`config.mk`:
```
export PLATFORM = sky130hd
export DESIGN_NAME = branch_repair_arbiter
export DESIGN_NICKNAME = d
export VERILOG_FILES = /design/src/rtl/branch_repair_arbiter_pkg.sv /design/src/rtl/branch_repair_arbiter_bpu_update_buffer.sv /design/src/rtl/branch_repair_arbiter.sv
export SDC_FILE = /design/constraint.sdc
export NUM_CORES = 1
export LEC_CHECK = 0
export ABC_AREA = 1
export CAP_MARGIN = 25
export CORE_MARGIN = 2
export CORE_UTILIZATION = 30
export CTS_CLUSTER_DIAMETER = 30
export DETAILED_ROUTE_END_ITERATION = 10
export GPL_TIMING_DRIVEN = 0
export HOLD_SLACK_MARGIN = 0.05
export SETUP_SLACK_MARGIN = 0.2
export SLEW_MARGIN = 30
export SYNTH_ARGS = -nofsm -noshare
export SYNTH_HDL_FRONTEND = slang
export SYNTH_HIERARCHICAL = 1
export SYNTH_SLANG_ARGS = --single-unit
export TNS_END_PERCENT = 1
```
`constraint.sdc`:
```
create_clock -name clk -period 3.05 [get_ports clk]
set_clock_uncertainty 0.2 [all_clocks]
set_input_delay 0.305 -clock clk [delete_from_list [all_inputs] [get_ports clk]]
set_output_delay 0.305 -clock clk [all_outputs]
set_load 0.01 [all_outputs]
```
`src/rtl/branch_repair_arbiter_pkg.sv`:
```
`default_nettype none
// ============================================================================
// Module      : branch_repair_arbiter_pkg
// Description : Shared widths, bit indices, FSM encodings and constants for
//               the branch repair arbiter and its BPU training buffer.
// Revision    : 1.0 - initial release
// ============================================================================
package branch_repair_arbiter_pkg;

    // Default datapath widths
    localparam int VADDR_W = 32;   // virtual address width
    localparam int CKPT_W  = 8;    // ALL_CHECKPOINT payload width
    localparam int ACT_W   = 4;    // repair-action width

    // Bit of the repair action that marks a request as needing a repair
    localparam int NEED_REPAIR = 0;

    // Sequential fetch after a not-taken branch skips the delay slot
    localparam int DELAY_SLOT_OFFSET = 8;

    // Restore counter width, large enough for REPAIR_CYCLES up to 15
    localparam int CNT_W = 4;

    // Repair FSM encodings
    localparam logic [0:0] ST_IDLE   = 1'b0;
    localparam logic [0:0] ST_REPAIR = 1'b1;

endpackage : branch_repair_arbiter_pkg
`default_nettype wire

```
`src/rtl/branch_repair_arbiter_bpu_update_buffer.sv`:
```
`default_nettype none
// ============================================================================
// Module      : branch_repair_arbiter_bpu_update_buffer
// Description : One-entry valid/ready register holding a BPU training record.
//               A load in the same cycle the consumer accepts replaces the
//               entry and keeps valid asserted.
// Ports       : clk, rst          - clock, asynchronous active-high reset
//               load              - capture load_* into the entry
//               load_vaddr/dest/take - new training record
//               ready             - consumer accepts the current entry
//               valid             - entry present
//               vaddr/dest/take   - current training record (stable while valid)
// Revision    : 1.0 - initial release
// ============================================================================
module branch_repair_arbiter_bpu_update_buffer #(
    parameter int VADDR_W = 32
) (
    input  logic               clk,
    input  logic               rst,
    input  logic               load,
    input  logic [VADDR_W-1:0] load_vaddr,
    input  logic [VADDR_W-1:0] load_dest,
    input  logic               load_take,
    input  logic               ready,
    output logic               valid,
    output logic [VADDR_W-1:0] vaddr,
    output logic [VADDR_W-1:0] dest,
    output logic               take
);

    logic               r_valid;
    logic [VADDR_W-1:0] r_vaddr;
    logic [VADDR_W-1:0] r_dest;
    logic               r_take;

    always_ff @(posedge clk or posedge rst) begin
        if (rst) begin
            r_valid <= 1'b0;
            r_vaddr <= '0;
            r_dest  <= '0;
            r_take  <= 1'b0;
        end else if (load) begin
            // A new record always wins, even over a same-cycle accept
            r_valid <= 1'b1;
            r_vaddr <= load_vaddr;
            r_dest  <= load_dest;
            r_take  <= load_take;
        end else if (r_valid && ready) begin
            r_valid <= 1'b0;
        end
    end

    assign valid = r_valid;
    assign vaddr = r_vaddr;
    assign dest  = r_dest;
    assign take  = r_take;

endmodule : branch_repair_arbiter_bpu_update_buffer
`default_nettype wire

```
`src/rtl/branch_repair_arbiter.sv`:
```
`default_nettype none
// ============================================================================
// Module      : branch_repair_arbiter
// Description : Arbitrates frontend redirects between the CP0 exception
//               flush, the second-stage branch amend (SBA) and the first
//               branch amend (FBA). Sequences the multi-cycle GHR/RAS
//               checkpoint restore and feeds a one-entry BPU training buffer.
// Ports       : clk, rst                  - clock, async active-high reset
//               exc_req_i/exc_target_i    - exception flush and vector
//               sba_* / fba_*             - branch amend request groups
//               sba_grant_o/fba_grant_o   - one-cycle accept pulses
//               redirect_valid_o/pc_o     - one-cycle fetch redirect
//               busy_o                    - fetch stall during restore
//               ckpt_restore_valid_o, ckpt_restore_o, action_o - restore strobe
//               bpu_upd_*                 - training entry, valid/ready
// Revision    : 1.0 - initial release
// ============================================================================
module branch_repair_arbiter
    import branch_repair_arbiter_pkg::*;
#(
    parameter int VADDR_W       = 32,
    parameter int CKPT_W        = 8,
    parameter int ACT_W         = 4,
    parameter int REPAIR_CYCLES = 2    // legal range 1..15
) (
    input  logic               clk,
    input  logic               rst,
    input  logic               exc_req_i,
    input  logic [VADDR_W-1:0] exc_target_i,
    input  logic               sba_req_i,
    input  logic [VADDR_W-1:0] sba_vaddr_i,
    input  logic [VADDR_W-1:0] sba_dest_i,
    input  logic               sba_take_i,
    input  logic [CKPT_W-1:0]  sba_ckpt_i,
    input  logic [ACT_W-1:0]   sba_action_i,
    input  logic               fba_req_i,
    input  logic [VADDR_W-1:0] fba_vaddr_i,
    input  logic [VADDR_W-1:0] fba_dest_i,
    input  logic               fba_take_i,
    input  logic [CKPT_W-1:0]  fba_ckpt_i,
    input  logic [ACT_W-1:0]   fba_action_i,
    output logic               sba_grant_o,
    output logic               fba_grant_o,
    output logic               redirect_valid_o,
    output logic [VADDR_W-1:0] redirect_pc_o,
    output logic               busy_o,
    output logic               ckpt_restore_valid_o,
    output logic [CKPT_W-1:0]  ckpt_restore_o,
    output logic [ACT_W-1:0]   action_o,
    output logic               bpu_upd_valid_o,
    input  logic               bpu_upd_ready_i,
    output logic [VADDR_W-1:0] bpu_upd_vaddr_o,
    output logic [VADDR_W-1:0] bpu_upd_dest_o,
    output logic               bpu_upd_take_o
);

    localparam logic [CNT_W-1:0] C_CNT_LOAD = CNT_W'(REPAIR_CYCLES - 1);

    logic [0:0]         r_state;
    logic [CNT_W-1:0]   r_cnt;

    logic               w_buf_can_load;
    logic               w_grant_ok;
    logic               w_sba_elig;
    logic               w_fba_elig;
    logic               w_sba_grant;
    logic               w_fba_grant;
    logic               w_grant;

    logic [VADDR_W-1:0] w_win_vaddr;
    logic [VADDR_W-1:0] w_win_dest;
    logic               w_win_take;
    logic [CKPT_W-1:0]  w_win_ckpt;
    logic [ACT_W-1:0]   w_win_action;
    logic [VADDR_W-1:0] w_win_pc;

    // ------------------------------------------------------------------
    // Arbitration
    // ------------------------------------------------------------------
    // The buffer can take a new record if it is empty or being drained now.
    assign w_buf_can_load = ~bpu_upd_valid_o | bpu_upd_ready_i;

    // rst gates the combinational grants so every output is low in reset.
    assign w_grant_ok = ~rst & (r_state == ST_IDLE) & ~exc_req_i & w_buf_can_load;

    assign w_sba_elig = sba_req_i & sba_action_i[NEED_REPAIR];
    assign w_fba_elig = fba_req_i & fba_action_i[NEED_REPAIR];

    // FBA is younger than SBA and gets squashed by the SBA redirect.
    assign w_sba_grant = w_grant_ok & w_sba_elig;
    assign w_fba_grant = w_grant_ok & w_fba_elig & ~w_sba_elig;
    assign w_grant     = w_sba_grant | w_fba_grant;

    assign sba_grant_o = w_sba_grant;
    assign fba_grant_o = w_fba_grant;

    always_comb begin
        w_win_vaddr  = fba_vaddr_i;
        w_win_dest   = fba_dest_i;
        w_win_take   = fba_take_i;
        w_win_ckpt   = fba_ckpt_i;
        w_win_action = fba_action_i;
        if (w_sba_grant) begin
            w_win_vaddr  = sba_vaddr_i;
            w_win_dest   = sba_dest_i;
            w_win_take   = sba_take_i;
            w_win_ckpt   = sba_ckpt_i;
            w_win_action = sba_action_i;
        end
    end

    // Not-taken resumes after the delay slot; the add wraps modulo 2^VADDR_W.
    assign w_win_pc = w_win_take ? w_win_dest
                                 : (w_win_vaddr + VADDR_W'(DELAY_SLOT_OFFSET));

    // ------------------------------------------------------------------
    // Repair FSM: grant at T occupies T+1..T+REPAIR_CYCLES
    // ------------------------------------------------------------------
    always_ff @(posedge clk or posedge rst) begin
        if (rst) begin
            r_state <= ST_IDLE;
            r_cnt   <= '0;
        end else if (exc_req_i) begin
            r_state <= ST_IDLE;
            r_cnt   <= '0;
        end else begin
            case (r_state)
                ST_IDLE: begin
                    if (w_grant) begin
                        r_state <= ST_REPAIR;
                        r_cnt   <= C_CNT_LOAD;
                    end
                end
                ST_REPAIR: begin
                    if (r_cnt == '0) begin
                        r_state <= ST_IDLE;
                    end else begin
                        r_cnt <= r_cnt - CNT_W'(1);
                    end
                end
                default: begin
                    r_state <= ST_IDLE;
                    r_cnt   <= '0;
                end
            endcase
        end
    end

    assign busy_o = (r_state == ST_REPAIR);

    // ------------------------------------------------------------------
    // Redirect and restore strobes
    // ------------------------------------------------------------------
    always_ff @(posedge clk or posedge rst) begin
        if (rst) begin
            redirect_valid_o     <= 1'b0;
            redirect_pc_o        <= '0;
            ckpt_restore_valid_o <= 1'b0;
            ckpt_restore_o       <= '0;
            action_o             <= '0;
        end else begin
            redirect_valid_o     <= 1'b0;
            ckpt_restore_valid_o <= 1'b0;
            if (exc_req_i) begin
                redirect_valid_o <= 1'b1;
                redirect_pc_o    <= exc_target_i;
            end else if (w_grant) begin
                redirect_valid_o     <= 1'b1;
                redirect_pc_o        <= w_win_pc;
                ckpt_restore_valid_o <= 1'b1;
                ckpt_restore_o       <= w_win_ckpt;
                action_o             <= w_win_action;
            end
        end
    end

    // ------------------------------------------------------------------
    // BPU training buffer (kept across exception flushes)
    // ------------------------------------------------------------------
    branch_repair_arbiter_bpu_update_buffer #(
        .VADDR_W (VADDR_W)
    ) u_bpu_buf (
        .clk        (clk),
        .rst        (rst),
        .load       (w_grant),
        .load_vaddr (w_win_vaddr),
        .load_dest  (w_win_dest),
        .load_take  (w_win_take),
        .ready      (bpu_upd_ready_i),
        .valid      (bpu_upd_valid_o),
        .vaddr      (bpu_upd_vaddr_o),
        .dest       (bpu_upd_dest_o),
        .take       (bpu_upd_take_o)
    );

endmodule : branch_repair_arbiter
`default_nettype wire

```
# [Word level (Yosys, flattened, before mapping)]
# Index checks and enable logic that the tools add are counted.
[word_totals] reg_bits=117 in_bits=192 wordCells=56
[op_classes] addsub=2 n_eq_ne=2 mux=20 bitwise=15 reduce_logical=6
[op_table] op="32-bit 2-to-1 mux" count=5
[op_table] op="32-bit by 4-bit adder with 32-bit output, second input constant" count=1
[op_table] op="4-bit 2-to-1 mux" count=4
[op_table] op="1-bit AND" count=8
[op_table] op="1-bit 2-to-1 mux" count=8
[op_table] op="8-bit 2-to-1 mux" count=1
[op_table] op="4-bit case mux with 2 select lines" count=1
[op_table] op="1-bit NOT" count=5
[op_table] op="4-bit zero test" count=1
[op_table] op="2-bit AND reduction" count=2
[op_table] op="2-bit nonzero test" count=2
[op_table] op="4-bit by 1-bit subtractor with 4-bit output, second input constant" count=1
[op_table] op="3-bit by 2-bit inequality test with 1-bit output, second input constant" count=1
[op_table] op="3-bit inequality test, second input constant" count=1
[op_table] op="1-bit OR" count=2
[op_table] op="1-bit case mux with 2 select lines" count=1
[op_table] op="1-bit logical AND" count=1

# [Depth between registers and ports, before layout]
# Gate-level depths: netlist of the first run.
[logic_depth] word_depth=10 depth_mapped=17 ltp_nobuf=17

# [Cells and area by module]
# The synthesis of the first run kept the hierarchy.
[modules_own_cells] module="branch_repair_arbiter" n_inst=1 cells_each=731 area_per_inst_um2=4538.1 seq_area_each_um2=1276.2
[modules_own_cells] module="branch_repair_arbiter_bpu_update_buffer" n_inst=1 cells_each=280 area_per_inst_um2=2514.9 seq_area_each_um2=1651.6

# [Worst setup path before layout of the first run]
# Ideal clock, no wire load.
[synth_path] path_kind="register to register" from="register r_state, in the netlist busy_o" to="register redirect_pc_o[23]" arrival_ns=2.107 required_ns=2.734 path_slack_ns=0.627 path_stages_with_launch=16 path_buffers=0 synth_period_minus_slack_ns=2.423 cell_sequence="dfrtp_1 > nor2_2 > nand2_2 > nor3_4 > o21ai_1 > inv_1 > ha_1 > nand2_1 > nor2_2 > nand2_2 > nor2_4 > nand3_1 > nand3_1 > nand2_1 > nand2_1 > nand2_1"
[synth_via] elab_chain_cells=10 elab_cells_between_ends=16 classes_between="1 x add/sub; 6 x mux; 8 x bitwise; 1 x reduce/logical"
[synth_rtl] element="from (decl)" line_no="branch_repair_arbiter.sv:59" text="logic [0:0] r_state;"
[synth_rtl] element="from (signal assigned)" line_no="branch_repair_arbiter.sv:121" text="r_state <= ST_IDLE;"
[synth_rtl] element="from (signal assigned)" line_no="branch_repair_arbiter.sv:124" text="r_state <= ST_IDLE;"
[synth_rtl] element="from (signal assigned)" line_no="branch_repair_arbiter.sv:130" text="r_state <= ST_REPAIR;"
[synth_rtl] element="1-bit NOT"
[synth_rtl] element="1-bit AND (3 in series)" line_no="branch_repair_arbiter.sv:84" text="assign w_grant_ok = ~rst & (r_state == ST_IDLE) & ~exc_req_i & w_buf_can_load;"
[synth_rtl] element="1-bit AND" line_no="branch_repair_arbiter.sv:90" text="assign w_sba_grant = w_grant_ok & w_sba_elig;"
[synth_rtl] element="32-bit 2-to-1 mux" line_no="branch_repair_arbiter.sv:103" text="if (w_sba_grant) begin"
[synth_rtl] element="named net w_win_vaddr[3]" line_no="branch_repair_arbiter.sv:70" text="logic [VADDR_W-1:0] w_win_vaddr;"
[synth_rtl] element="32-bit by 4-bit adder with 32-bit output" line_no="branch_repair_arbiter.sv:114" text=": (w_win_vaddr + VADDR_W'(DELAY_SLOT_OFFSET));"
[synth_rtl] element="32-bit 2-to-1 mux" line_no="branch_repair_arbiter.sv:113" text="assign w_win_pc = w_win_take ? w_win_dest"
[synth_rtl] element="32-bit 2-to-1 mux" line_no="branch_repair_arbiter.sv:167" text="end else if (w_grant) begin"
[synth_rtl] element="32-bit 2-to-1 mux" line_no="branch_repair_arbiter.sv:164" text="if (exc_req_i) begin"
[synth_rtl] element="to (signal assigned)" line_no="branch_repair_arbiter.sv:166" text="redirect_pc_o <= exc_target_i;"
[synth_rtl] element="to (signal assigned)" line_no="branch_repair_arbiter.sv:169" text="redirect_pc_o <= w_win_pc;"
[synth_rtl] element="to (decl)" line_no="branch_repair_arbiter.sv:45" text="output logic [VADDR_W-1:0] redirect_pc_o,"
# The timed path passes the listed nets, and every way through them passes these cells. The select of a mux whose other input is x is not followed.
# A chain may end at the register's enable or synchronous reset.

# [Final worst setup path of the first run]
[layout_path] from="register r_state, in the netlist busy_o" to="output fba_grant_o"
[layout_via] elab_chain_cells=6
[layout_rtl] element="1-bit NOT"
[layout_rtl] element="1-bit AND (3 in series)" line_no="branch_repair_arbiter.sv:84"
[layout_rtl] element="1-bit AND (2 in series)" line_no="branch_repair_arbiter.sv:91" text="assign w_fba_grant = w_grant_ok & w_fba_elig & ~w_sba_elig;"
[layout_rtl] element="to (decl)" line_no="branch_repair_arbiter.sv:43" text="output logic fba_grant_o,"
# No other way between the ends.

==> results of run 1 <==
[power groups by stage]
| stage | logic (mW) | clock network (mW) | registers, mW |
|---|---|---|---|
| 6_report | 2.03 | 2.22 | 2.09 |
| 5_1_grt | 2.20 | 2.32 | 2.13 |
| 4_1_cts | 2.03 | 2.25 | 2.09 |
| 3_5_place_dp | 2.01 | 0 | 2.11 |
| 3_3_place_gp | 1.99 | 0 | 2.10 |
| 2_1_floorplan | 0.618 | 0 | 2.25 |
[registers in the layout (all words and copies together) (netlist names)]
| signal | cells |
|---|---|
| redirect_valid_o | 1 |
| r_cnt | 4 |
| u_bpu_buf/take | 1 |
| ckpt_restore_o | 8 |
| busy_o | 1 |
| redirect_pc_o | 32 |
| u_bpu_buf/dest | 32 |
| u_bpu_buf/valid | 1 |
| ckpt_restore_valid_o | 1 |
| u_bpu_buf/vaddr | 32 |
| action_o | 4 |
[critical path: stages (launching register included)]
cell	delay, ps
dfrtp_2	450
nor2_4	150
nand2_2	130
nor2_8	190
buf_6	170
nand3_2	140
nor2_1	130
clkdlybuf4s50_1	540
[final cells by class]
| type | count | area share, % |
|---|---|---|
| multi-input combinational | 775 | 32.0 |
| timing repair buffer | 315 | 27.8 |
| sequential | 117 | 25.6 |
| clock buffer | 23 | 4.10 |
| tap | 319 | 3.50 |
| buffer | 49 | 3.05 |
| inverter | 70 | 2.37 |
| clock inverter | 9 | 1.52 |
| antenna | 1 | 0.0219 |
[through the flow]
step | std cells | power, mW | utilization, % | setup slack, ps | cell area [µm²]
2_1_floorplan | 1011 | 2.87 | - | 627 | 7050
3_3_place_gp | 1636 | 4.09 | 45.2 | -939 | 10500
3_5_place_dp | 1638 | 4.13 | 45.5 | -1030 | 10600
4_1_cts | 1673 | 6.37 | 48.6 | 87.9 | 11300
5_1_grt | 1678 | 6.65 | 49.1 | 119 | 11400
6_report | 1678 | 6.34 | 49.1 | 228 | 11400
[per-layer routing]
layer | vias to the layer above | share of wire (%)
met4 | 0 | 1.7
met2 | 326 | 47
met1 | 3667 | 43
met5 | - | 0
li1 | 3845 | -
met3 | 32 | 7.9
[repair_timing]
action                     CTS  global route
setup buffers                2             4
pin swaps                    1             7
gates resized for setup     19            28
setup endpoints to repair  109            98
hold buffers                 1             0
hold endpoints to repair    23             0
[how the worst max path moves through the flow]
stage | start | end | slack (ps) | cells after the start
2_1_floorplan | busy_o | redirect_pc_o[23] | 630 | 15
3_3_place_gp | exc_req_i | sba_grant_o | -940 | 7
3_5_place_dp | rst | sba_grant_o | -1030 | 7
4_1_cts | busy_o | redirect_pc_o[21] | 90 | 14
5_1_grt | busy_o | redirect_pc_o[18] | 120 | 13
6_report | busy_o | fba_grant_o | 230 | 7
[synth_stat cells (all sizes together)]
master	number
nand3	66
o22ai	3
buf	34
o21ai	39
xor2	3
dfrtp	117
inv	70
mux2i	8
a22o	5
a21oi	29
o32ai	2
o21bai	3
nand4	3
nor3	1
a31oi	14
a21o	1
and2	1
o211ai	7
xnor2	1
nand2	498
nor2	78
or2	10
ha	3
clkbuf	15
[logic make-up (layout without fill, tap and decap cells)]
| group | count (synthesis) | in the layout | share of synthesized area [%] |
|---|---|---|---|
| AO/OA/AOI/OAI | 103 | 103 | 8.37 |
| other | 0 | 1 | 0 |
| multiplexers | 8 | 8 | 1.14 |
| flip-flops | 117 | 117 | 41.5 |
| XOR/XNOR | 4 | 4 | 0.497 |
| buffers and inverters | 119 | 466 | 7.95 |
| AND/OR/NAND/NOR | 657 | 657 | 40.0 |
| adder cells (fa/ha/maj) | 3 | 3 | 0.532 |
==> impl_metrics.json, run 1 <==
{
  "outcome": "completed",
  "grt_pass1_wl_um": 44700,
  "worstHoldStart": "exc_req_i",
  "ys_top_cells_by_area": "dfrtp_1, nand2_1, nand3_1",
  "syn_area_per_cell_um2": 6.98,
  "criticalPathCategory": "reg -> out",
  "worstSkewPairLatency_ps": 420,
  "combPwrFrac_pct": 32.0,
  "r2r_slack_ps": 280,
  "power_density_nw_per_um2": 555,
  "cp.arrival_ps": 2320,
  "endpoint_kind": "output port",
  "max_slew_margin_pct": 54.1,
  "cp-start-kind": "register",
  "syn2layout_area_growth_pct": 61.9,
  "drt_wl_total_um": 30600,
  "netlist_instances": 1011,
  "ctsRootBufferMaster": "clkbuf_16",
  "drtIter0Drc": 637,
  "h-tree-depth": 4,
  "final_common_cell": "nand2_1",
  "layout-drive-gt1-share_pct": 12.2,
  "top_usage_layer": "met2",
  "die_width_um": 157,
  "final_cell_mix": "nand2_1, clkdlybuf4s50_1, dfrtp_1",
  "drc": 0,
  "synth_cell_type_count": 36,
  "place_congestion": 0.895,
  "rr_startpoint": "busy_o",
  "fin_nets": 1540,
  "fmax_mhz": 354,
  "track_usage_pct": 24.5,
  "worst_slew_pin_slew_ps": 682,
  "syn_area_um2": 7050,
  "post-route-period-util_pct": 92.5,
  "synthesis.nets": 1206,
  "grt_pass1_vias": 7702,
  "crit_required_ps": 2540,
  "antenna_found_initial": 1,
  "seqPwrFrac_pct": 33.0,
  "fp-row-count": 56,
  "io_pins": 307,
  "drtAntennaViolNets": 0,
  "min_period_ps": 2820,
  "die-area_um2": 24800,
  "ys_ff_latch": 117,
  "use_met3_pct": 6.17,
  "synth_seq_area_share_pct": 41.5,
  "p_sw_share_pct": 29.9,
  "grt_overflow_total": 0,
  "vdd_drop_max_uv": 322,
  "p_leak_nw": 5.41,
  "clkTransAtPathRegs_ps": 50,
  "switchingPower_mw": 1.89,
  "hold_end": "busy_o",
  "hpwlAfterDp_um": 24000,
  "dr.pass1.iters": 5,
  "multi_input_area_um2": 3650,
  "core-area_um2": 23300,
  "vias": 7870,
  "use_met1_pct": 31.6,
  "internal_power_mw": 4.45,
  "finalSetupViolCount": 0,
  "rr_endpoint": "redirect_pc_o[18]",
  "min_path_cells": 2,
  "synth_top_area_share_pct": 41.5,
  "routed_via_density": 4.69,
  "seq_area_um2": 2930,
  "tns_ps": 0,
  "cts_buffer_depth": 2,
  "cp_max_fo": 10,
  "clkPwrFrac_pct": 35.0,
  "die_h_um": 157,
  "num-fill-cells": 2365,
  "cts_buffers": 17,
  "grt_max_degree": 49,
  "io_buffer_count": 306,
  "finalMaxSlewViolations": 0,
  "clock-sinks": 117,
  "rsz0062_at_grt": "true",
  "reg2reg_depth": 14,
  "grtUsageMet2_pct": 40.9,
  "hold_class": "in -> reg",
  "start_util_pct": 30.3,
  "cap_violations": 0,
  "wl_per_cell_um": 18.2,
  "synth_warnings": 6,
  "hold_viol_final": 0,
  "tritoncts": "built",
  "synth_top_area_cell": "dfrtp_1",
  "timing.hold.ws_ps": 154
}
No activity file was read; power rests on OpenSTA's default activity.
==> run 2, diff against run 1 <==
- GPL_TIMING_DRIVEN: 0 -> 1
- clock period: 3.05 -> 3 ns (I/O delays scaled with it)
==> run 2 against run 1 <==
Against the previous run: final cell count up 0.30%; worst setup slack worse by 0.93 ps; combinational power about the same; worst hold slack better by 55 ps; largest cell class is now buffers; sequential share of layout area unchanged; die area unchanged; clock power down 10%; critical path depth down 1.
==> impl_metrics.json, run 2 (synthesis gave the netlist of run 1 again) <==
{
  "drt_wl_total_um": 28900,
  "clock-sinks": 117,
  "holdBufCountCts": 0,
  "path_cells": "nor2_4 -> nand2_2 -> nor3_4 -> buf_4 -> buf_8 -> clkdlybuf4s50_1",
  "cp_max_fo": 22,
  "hold_class": "in -> async",
  "cpMaxStageDelayCell": "clkdlybuf4s50_1",
  "drc": 0,
  "io_pins": 307,
  "criticalPathCategory": "reg -> out",
  "outcome": "completed",
  "vias": 7760,
  "io_buffer_count": 306,
  "hold_viol_final": 0,
  "grt_pass1_wl_um": 44200,
  "internal_power_mw": 4.19,
  "cp.arrival_ps": 2270,
  "start_util_pct": 30.3,
  "fp-row-count": 56,
  "clkTransAtPathRegs_ps": 60,
  "switchingPower_mw": 1.97,
  "fin_cells": 1683,
  "p_leak_nw": 5.44,
  "h-tree-depth": 4,
  "finalPower_mw": 6.16,
  "grt_pass1_vias": 7750,
  "syn2layout_area_growth_pct": 61.9,
  "rsz0062_at_grt": "true",
  "drtAntennaViolNets": 0,
  "fin_nets": 1546,
  "combPwrFrac_pct": 33.3,
  "slowest_delay_ps": 570,
  "n_antenna_cell": 0,
  "worstSkewPairLatency_ps": 420,
  "layout-drive-gt1-share_pct": 12.9,
  "power_density_nw_per_um2": 539,
  "hpwlAfterDp_um": 22900,
  "path_buf_inv": 3,
  "finalSetupViolCount": 0,
  "seqPwrFrac_pct": 34.4,
  "placed_cells": 1648,
  "cts_buffers": 17,
  "final_cell_mix": "nand2_1, clkdlybuf4s50_1, dfrtp_1",
  "track_usage_pct": 23.6,
  "cp-start-kind": "register",
  "worst_slew_pin_slew_ps": 592,
  "setup_slack_ps": 227,
  "cap_violations": 0,
  "crit_required_ps": 2500,
  "die_width_um": 157,
  "timing.hold.ws_ps": 209,
  "cts_buffer_depth": 2,
  "post-route-period-util_pct": 92.4,
  "tritoncts": "built",
  "fin_util_pct": 49.1,
  "place_congestion": 0.867,
  "max_slew_margin_pct": 60.1,
  "core-area_um2": 23300,
  "ctsRootBufferMaster": "clkbuf_16",
  "dpl_worst_slack_ps": -110,
  "final_common_cell": "nand2_1",
  "vdd_drop_max_uv": 334,
  "p_sw_share_pct": 32.0,
  "dr.pass1.iters": 5,
  "grt_max_degree": 47,
  "wl_per_cell_um": 17.2,
  "clkPwrFrac_pct": 32.2,
  "cp_top_family": "buffers and inverters",
  "endpoint_kind": "output port",
  "die-area_um2": 24800,
  "routed_via_density": 4.61,
  "min_period_ps": 2770,
  "grt_overflow_total": 0,
  "finalMaxSlewViolations": 0,
  "antenna_found_initial": 0,
  "fmax_mhz": 361,
  "die_h_um": 157,
  "drtIter0Drc": 454
}
[run 2: cell types whose count changed in the layout (fill, tap and decap cells not counted), sizes merged, moves of 2 or more]
cell / change
clkinv: +4
dlygate4sd2: -2
inv: +5
buf: +23
clkdlybuf4s50: +3
bufinv: -4
clkbuf: -22
[run 2: timing repair]
action	in CTS	in global routing
gates cloned	0	0
buffers inserted	0	3
setup endpoints to repair	2	13
resized for setup	3	3
pin swaps	0	1
[run 2: layout make-up]
type / instances / area, µm²
clock buffers: 17 / 425
inverters: 70 / 264
fillers: 2390 / 11800
multi-input cells: 775 / 3590
repair buffers: 370 / 3660
flip-flops and latches: 117 / 2930
clock inverters: 15 / 146
well taps: 319 / 399
[run 2: final timing paths]
path / from / endpoint / slack, ps / depth (start not counted)
min in group clk: fba_ckpt_i[6] / ckpt_restore_o[6] / 240 / 3
worst max-delay path: busy_o / sba_grant_o / 230 / 6
worst min register to register: u_bpu_buf/dest[30] / u_bpu_buf/dest[30] / 270 / 2
worst min-delay path: rst / u_bpu_buf/vaddr[11] / 210 / 3
max in group asynchronous: rst / redirect_pc_o[29] / 1810 / 4
worst max register to register: busy_o / redirect_pc_o[13] / 330 / 13
[run 2: stage by stage]
step,cell area (µm²),TNS (ps)
floorplan,7050,0
global placement,10800,-19.3
detailed placement,10800,-113
CTS,11400,0
global route,11400,0
finish,11400,0
[run 2: power groups by stage]
stage	combinational, mW	sequential, mW	clock [mW]
4_1_cts	2.07	2.12	2.02
6_report	2.05	2.12	1.99
5_1_grt	2.24	2.17	2.10
2_1_floorplan	0.628	2.29	0
3_5_place_dp	2.06	2.14	0
3_3_place_gp	2.06	2.14	0
[run 2: per-layer routing]
layer	up-vias	part of all wire [%]	track usage [%]
li1	3857	-	-
met1	3600	45	31.3
met2	273	46	39.2
met3	30	6.5	4.71
met4	0	2.0	6.49
met5	-	0	0
[run 2: worst min-delay path, stage by stage]
cell	delay, ps
clkdlybuf4s50_1	460
buf_4	160
clkinv_2	340
